==> src/rtl/arb_sched_pkg.sv <==
`default_nettype none
// ============================================================================
// Module   : arb_sched_pkg
// Purpose  : Shared types and sizing constants for the 4-way grant scheduler.
// Revision : 1.0 - initial release
// ============================================================================
package arb_sched_pkg;

  localparam int unsigned N_REQ = 4;
  localparam int unsigned IDX_W = 2;

  typedef enum logic [0:0] {
    IDLE  = 1'b0,
    GRANT = 1'b1
  } state_e;

endpackage
`default_nettype wire

==> src/rtl/prio_enc4_rot.sv <==
`default_nettype none
// ============================================================================
// Module   : prio_enc4_rot
// Purpose  : 4-input priority encoder; index `rot` has highest priority, then
//            descending with wrap-around.
// Revision : 1.0 - initial release
// ============================================================================
module prio_enc4_rot
  import arb_sched_pkg::*;
(
  input  logic [N_REQ-1:0] req,
  input  logic [IDX_W-1:0] rot,
  output logic [IDX_W-1:0] idx,
  output logic             vld
);

  logic [IDX_W-1:0] cand;

  // Walk from lowest to highest priority so the last hit wins.
  always_comb begin
    idx  = '0;
    vld  = 1'b0;
    cand = '0;
    for (int k = N_REQ - 1; k >= 0; k--) begin
      cand = rot - IDX_W'(k);
      if (req[cand]) begin
        idx = cand;
        vld = 1'b1;
      end
    end
  end

endmodule
`default_nettype wire

==> src/rtl/arb_sched_4.sv <==
`default_nettype none
// ============================================================================
// Module   : arb_sched_4
// Purpose  : 4-requester grant scheduler, fixed-priority or round-robin, with
//            a hold-time limit and one-shot exclusion of a timed-out holder.
// Revision : 1.0 - initial release
// ============================================================================
module arb_sched_4
  import arb_sched_pkg::*;
#(
  parameter int unsigned MAX_HOLD     = 16,
  parameter logic [1:0]  RR_RESET_PTR = 2'd3
) (
  input  logic             clk,
  input  logic             rst,
  input  logic             en,
  input  logic             rr_mode,
  input  logic [N_REQ-1:0] req,
  input  logic             done,
  output logic [N_REQ-1:0] gnt,
  output logic [IDX_W-1:0] gnt_id,
  output logic             gnt_valid,
  output logic             timeout
);

  localparam logic [7:0] HOLD_LAST = 8'(MAX_HOLD - 1);

  state_e           state_q, state_d;
  logic [N_REQ-1:0] gnt_q, gnt_d;
  logic [IDX_W-1:0] gnt_id_q, gnt_id_d;
  logic             gnt_valid_q, gnt_valid_d;
  logic             timeout_q, timeout_d;
  logic [7:0]       hold_q, hold_d;
  logic [IDX_W-1:0] ptr_q, ptr_d;
  logic             blk_vld_q, blk_vld_d;
  logic [IDX_W-1:0] blk_id_q, blk_id_d;

  logic [N_REQ-1:0] blk_mask, req_excl, arb_req;
  logic [IDX_W-1:0] arb_rot, arb_idx;
  logic             arb_vld, rel_other, expire;

  // A timed-out holder is skipped once, unless it is the only requester.
  assign blk_mask = blk_vld_q ? (N_REQ'(1) << blk_id_q) : '0;
  assign req_excl = req & ~blk_mask;
  assign arb_req  = (req_excl != '0) ? req_excl : req;
  assign arb_rot  = rr_mode ? (ptr_q - IDX_W'(1)) : IDX_W'(N_REQ - 1);

  prio_enc4_rot u_prio_enc (
    .req (arb_req),
    .rot (arb_rot),
    .idx (arb_idx),
    .vld (arb_vld)
  );

  assign rel_other = !req[gnt_id_q] || done || !en;
  assign expire    = (hold_q == HOLD_LAST);

  always_comb begin
    state_d     = state_q;
    gnt_d       = gnt_q;
    gnt_id_d    = gnt_id_q;
    gnt_valid_d = gnt_valid_q;
    timeout_d   = 1'b0;
    hold_d      = hold_q;
    ptr_d       = ptr_q;
    blk_vld_d   = blk_vld_q;
    blk_id_d    = blk_id_q;
    case (state_q)
      IDLE: begin
        if (en && arb_vld) begin
          state_d     = GRANT;
          gnt_d       = N_REQ'(1) << arb_idx;
          gnt_id_d    = arb_idx;
          gnt_valid_d = 1'b1;
          hold_d      = '0;
          ptr_d       = arb_idx;
          blk_vld_d   = 1'b0;
        end
      end
      GRANT: begin
        if (rel_other || expire) begin
          state_d     = IDLE;
          gnt_d       = '0;
          gnt_id_d    = '0;
          gnt_valid_d = 1'b0;
          hold_d      = '0;
          timeout_d   = expire && !rel_other;
          if (timeout_d) begin
            blk_vld_d = 1'b1;
            blk_id_d  = gnt_id_q;
          end
        end else begin
          hold_d = hold_q + 8'd1;
        end
      end
      default: begin
        state_d     = IDLE;
        gnt_d       = '0;
        gnt_id_d    = '0;
        gnt_valid_d = 1'b0;
        hold_d      = '0;
      end
    endcase
  end

  always_ff @(posedge clk) begin
    if (rst) begin
      state_q     <= IDLE;
      gnt_q       <= '0;
      gnt_id_q    <= '0;
      gnt_valid_q <= 1'b0;
      timeout_q   <= 1'b0;
      hold_q      <= '0;
      ptr_q       <= RR_RESET_PTR;
      blk_vld_q   <= 1'b0;
      blk_id_q    <= '0;
    end else begin
      state_q     <= state_d;
      gnt_q       <= gnt_d;
      gnt_id_q    <= gnt_id_d;
      gnt_valid_q <= gnt_valid_d;
      timeout_q   <= timeout_d;
      hold_q      <= hold_d;
      ptr_q       <= ptr_d;
      blk_vld_q   <= blk_vld_d;
      blk_id_q    <= blk_id_d;
    end
  end

  assign gnt       = gnt_q;
  assign gnt_id    = gnt_id_q;
  assign gnt_valid = gnt_valid_q;
  assign timeout   = timeout_q;

endmodule
`default_nettype wire

==> config.mk <==
export PLATFORM = sky130hd
export DESIGN_NAME = arb_sched_4
export DESIGN_NICKNAME = d
export VERILOG_FILES = /design/src/rtl/arb_sched_pkg.sv /design/src/rtl/prio_enc4_rot.sv /design/src/rtl/arb_sched_4.sv
export SDC_FILE = /design/constraint.sdc
export NUM_CORES = 1
export LEC_CHECK = 0
export ABC_AREA = 1
export CORE_MARGIN = 10
export CORE_UTILIZATION = 45
export DETAILED_ROUTE_END_ITERATION = 12
export PLACE_DENSITY = 0.72
export SYNTH_ARGS = -nofsm -noshare
export SYNTH_HDL_FRONTEND = slang
export SYNTH_HIERARCHICAL = 1
export SYNTH_SLANG_ARGS = --single-unit
export TNS_END_PERCENT = 10
==> constraint.sdc <==
create_clock -name clk -period 4.2 [get_ports clk]
set_clock_uncertainty 0.2 [all_clocks]
set_input_delay 0.63 -clock clk [delete_from_list [all_inputs] [get_ports clk]]
set_output_delay 0.63 -clock clk [all_outputs]
set_load 0.01 [all_outputs]
---- Word level (Yosys, flattened, before mapping) ----
Index checks and enable logic that the tools add are counted.
cells by class
  multiplexer cells ....................... 40
  equal/unequal tests ..................... 4
  shift-type cells ........................ 2
  order comparisons ....................... 5
  bitwise logic cells ..................... 4
  add/sub/neg operators ................... 5
  reductions and logical operators ........ 14
operator list
  operator                                                    count
  2-to-1 mux 1 bit                                            16
  2-to-1 mux 4 bit                                            4
  2-to-1 mux 8 bit                                            2
  case mux 8 bit (2 select lines)                             1
  less-than comparator 2 x 3 -> 1 bit, second input constant  5
  2-to-1 mux 2 bit                                            7
  binary-select mux 1 bit (select 2 bit)                      5
  adder 8 x 1 -> 8 bit, second input constant                 1
  equality test 8 x 4 -> 1 bit, second input constant         1
  case mux 4 bit (2 select lines)                             1
  << shifter 1 x 2 -> 4 bit, first input constant             2
  case mux 1 bit (2 select lines)                             3
  AND reduction 3 bit                                         2
  AND 4 bit                                                   1
  != test 2 x 1 -> 1 bit, second input constant               2
  NOT 4 bit                                                   1
  case mux 2 bit (2 select lines)                             1
  AND reduction 2 bit                                         2
  nonzero test 4 bit                                          1
  subtractor 2 x 1 -> 2 bit, second input constant            2
  subtractor 2 bit, second input constant                     2
  logical NOT 1 bit                                           3
  logical OR 1 bit                                            3
  OR reduction 3 bit                                          1
  3 further kinds                                             5
storage, ports and cells
  output and inout port bits .............. 8
  register bits ........................... 22
  bits of input ports ..................... 9
  word-level logic and storage cells ...... 83

---- Depth between registers and ports, before layout ----
  depth after elaboration ................. 15
  mapped depth ............................ 18
  mapped depth without buffers ............ 18

---- By module ----
The synthesis kept the hierarchy.
by module, submodules not included
  module         area each (um^2)  instances  cells each  sequential area each (um^2)
  arb_sched_4    1,143.6           1          169         440.4
  prio_enc4_rot  206.4             1          43          0.0

---- Worst setup path after synthesis ----
Ideal clock, no wire load.
  path type ............................... in2reg
  from .................................... in req[1]
  to ...................................... reg gnt_id_q[0], in the netlist gnt_id[0]
  library setup time ...................... 0.067 ns
  data required time ...................... 3.933 ns
  buffers on the path ..................... 0
  cell stages on the path ................. 14
  arrival time ............................ 2.050 ns
  slack ................................... 1.883 ns
  cells stage by stage .................... nand2_1 > nand4_1 > o21ai_0 > inv_1 > nand2_2 > and2_4 > nand3b_1 > nand2_1 > inv_1 > nor2_1 > inv_2 > nand2_4 > nand2_1 > a21oi_2
between the ends
  cells in the longest elaborated chain, start to end .. 12
  elaborated cells on any way between the ends .. 31
  those cells by class .................... eq/ne: 2; mux: 21; bitwise: 1; reduce/logical: 7
RTL lines
  what                                      line                 text
  start: declaration                        arb_sched_4.sv:18    input logic [N_REQ-1:0] req,
  AND 4 bit (*)                             arb_sched_4.sv:44    assign req_excl = req & ~blk_mask;
  nonzero test 4 bit (*)                    arb_sched_4.sv:45    assign arb_req = (req_excl != '0) ? req_excl : req;
  2-to-1 mux 4 bit (*)                      arb_sched_4.sv:45
  net arb_req[3]                            arb_sched_4.sv:38    logic [N_REQ-1:0] blk_mask, req_excl, arb_req;
  binary-select mux 1 bit (select 2 bit)    prio_enc4_rot.sv:26  if (req[cand]) begin
  2-to-1 mux 1 bit (not written as such)    prio_enc4_rot.sv:26
  2-to-1 mux 1 bit (3 in series)            prio_enc4_rot.sv:26
  2-to-1 mux 1 bit (*)                      prio_enc4_rot.sv:26
  net arb_vld                               arb_sched_4.sv:40    logic arb_vld, rel_other, expire;
  logical AND 1 bit (*)                     arb_sched_4.sv:70    if (en && arb_vld) begin
  != test 2 bit (no source line) (*)        n/a
  AND reduction 2 bit (no source line) (*)  n/a
  end signal: assignment                    arb_sched_4.sv:120   gnt_id_q <= gnt_id_d;
  end: declaration                          arb_sched_4.sv:30    logic [IDX_W-1:0] gnt_id_q, gnt_id_d;
Mark *: on every way through the listed nets, which the timed path passes. The rest lies on a longest branch. The select of a mux whose other input is x is not followed.
A chain may end at the register's enable or synchronous reset.

---- Worst setup path in the final report ----
  from .................................... in req[1]
  to ...................................... reg gnt_id_q[1], in the netlist gnt_id[1]
Same word-level chain as after synthesis.

==> run metrics <==
Multi-input gate area 755.7 µm²; largest net degree at the start of global routing 20; WP data arrival about 2.9 ns; DRT Wirelength 2.907 mm; Port Buffer Count 16; drc violations 0; Worst Tran Pin Value ~0.77 ns; Hold Buf Count CTS 0; Horiz. Die Dim between 70 and 80 µm; critical path data required time 4.25 ns; final hold violations 0; ys async rst share 0%; Root Driver clkbuf_4; max cap viols 0; std cell rows 19; Worst Setup Start Kind input port; Worst path max stage delay approximately 0.52 ns; Post-synth top cells 59 x nand2_1, 33 x inv_1, 22 x dfxtp_1; nets@finish 240; CP cell instances clkdlybuf4s50_1, nand2_1, nand4_1, o21ai_0, inv_1, nand2_1, and2_4, nand3b_1, nand2_1, inv_1, nor2_1, inv_2, nand2_4, nand2_1, a21oi_2; status finished, final reports clean; Setup violations, final 0; Crit. End Element flop; Final GP Congestion 0.8589; most common cell in the netlist nand2_1; ratio of cells with drive above 1 in the final layout 10.92%; htree depth 1; Post-Syn Area 1350 µm²; drt pass-1 iters 4; setup bufs post-CTS 0; Gates resized, CTS repair 0; Lkg Pwr around 0.7 nW; fillers 283; Power Density 324.7 nW/µm²; top-area cell type share of the netlist area 32.62%; initial antenna violation count 0; ranking of synthesized cells by area dfxtp_1 33%, nand2_1 16%, inv_1 9.2%, a21oi_1 5.9%, nand3_1 5.6%; fmax 348.6 MHz; Via density between 4 and 5; Post-Synthesis Cells 212; DR vias 1,276; fin worst setup slack 1.331 ns; Rel. slew slack 48.81%; Crit Path Max Fanout 7; maximum VDD drop 0.2318 mV; dpl cells between 200 and 300; gr usage total a little under an eighth; setup_tns 0 ns; RSZ-0062 raised after global routing false; FF+latch area 440.4 µm²; DP Worst Slack 1.019 ns; initial DRC count 65; slowest CP cell clkdlybuf4s50_1; die area 5591 µm²; Antenna Cells 0; Area Growth Syn to Fin 17.24%; Ys Warns 6; post-route ant nets 0; crit-path leading delay family simple AND/OR/NAND/NOR gates; Die Height 74.78 µm; critical path type in2reg; synthesized area per cell 6.368 µm²; CP dominant cell by count nand2_1; post-synth net total 222; hold crit path type reg2reg; FF+latch count, synth 22; DR WL/cell 11.18 µm; final non-filler cell total 260; Post-synth EDFFs 0; Num CTS Buffers 3; Final Util 56.42%; CP bufs+invs 4; CTS tree built; core area about 2800 µm²; Clock Sink Count 22; CTS clk-pin slew, worst paths 0.13 ns; max-slew violations 0; Min Hold Slack 0.2732 ns; HPWL after detailed placement 2.272 mm; IO Count 17; minimum clock period after layout 2.869 ns; Initial Utilization between 40% and 50%; ys flop type dfxtp_1; area leader, netlist dfxtp_1; Bufs on Longest Clock Path 2; sequential fraction of the synthesis area 32.62%; Yosys cell types 29; grt total ovfl 0; Worst-Skew Late Latency 0.31 ns; first-pass GRT wire length a little over 5 mm; number of global-route vias before repair 1,220; Period Utilization, post-route between 60 and 70%
==> worst paths after layout <==
check         startpoint   endpoint  slack, ns  cells past startpoint
min reg2reg    gnt_valid  gnt_valid       0.27                      2
max reg2reg  blk_id_q[1]     gnt[3]       1.55                     14
max               req[1]  gnt_id[1]       1.33                     15
min            gnt_valid  gnt_valid       0.27                      2
==> cell families (layout without fill, tap and decap cells) <==
| logic type | count (synthesis) | count (layout) | share of synthesized area, % |
|---|---|---|---|
| XOR/XNOR | 3 | 3 | 1.947 |
| flip-flops | 22 | 22 | 32.62 |
| buffers and inverters | 39 | 56 | 11.40 |
| AO/OA/AOI/OAI | 33 | 33 | 13.90 |
| adder cells (fa/ha/maj) | 1 | 1 | 0.9266 |
| AND/OR/NAND/NOR | 114 | 114 | 39.20 |
==> placed cells by master (no fill, tap or decap), types with 2 or more instances in the layout <==
cell type and instances:
a21oi_2 3, xor2_1 2, nand3_1 15, nand2_1 59
clkbuf_4 3, clkdlybuf4s50_1 16, nand2_2 7, nand4_1 4
nor3_1 3, inv_2 2, o21a_1 2, inv_1 33
o21ai_0 7, a21oi_1 16, o21ai_1 3, dfxtp_1 22
nor2_1 17, nor2_2 3
==> worst reg2reg max path: cells and delay by family, from the launching register on <==
family,cells,cell delay (ns)
buffers and inverters,3,0.28
and+or+nand+nor,8,0.97
AOI/OAI and AO/OA,3,0.71
DFF,1,0.40
==> metal layers <==
metal | track usage (%) | wire (µm) | vias up | part of all wire, %
met3 | 2.365 | 116 | 5 | 4.0
li1 | - | - | 701 | -
met5 | 0 | 0 | - | 0
met4 | 3.992 | 38 | 0 | 1.3
met2 | 19.40 | 1294 | 19 | 45
met1 | 13.67 | 1457 | 551 | 50
==> registers in the layout (all words and copies together), names as in the netlist, 2 cells and up <==
register	cells
gnt_id	2
hold_q	8
gnt	4
ptr_q	2
blk_id_q	2
==> layout make-up <==
type	count	area share, %
clock inverters	1	1.897
repair buffers	16	10.12
multi-input cells	151	47.75
clock buffers	3	1.423
well taps	31	2.451
inverters	36	8.538
flip-flops and latches	22	27.83
==> report_power, final <==
group	total, W	switching [W]	internal [W]
Sequential	0.000228	0.00000914	0.000218
Combinational	0.000122	0.0000729	0.0000493
Clock	0.000164	0.0000676	0.0000965
Total	0.000514	0.000150	0.000364
==> stage by stage <==
stage	instance area, µm²	power (W)
after floorplan	1350	0.0003180
after detailed placement	1530	0.0003544
final	1583	0.0005139
after global placement	1530	0.0003546
after CTS	1583	0.0005158
after global routing	1583	0.0005443
(Power assumes the default switching activity.)
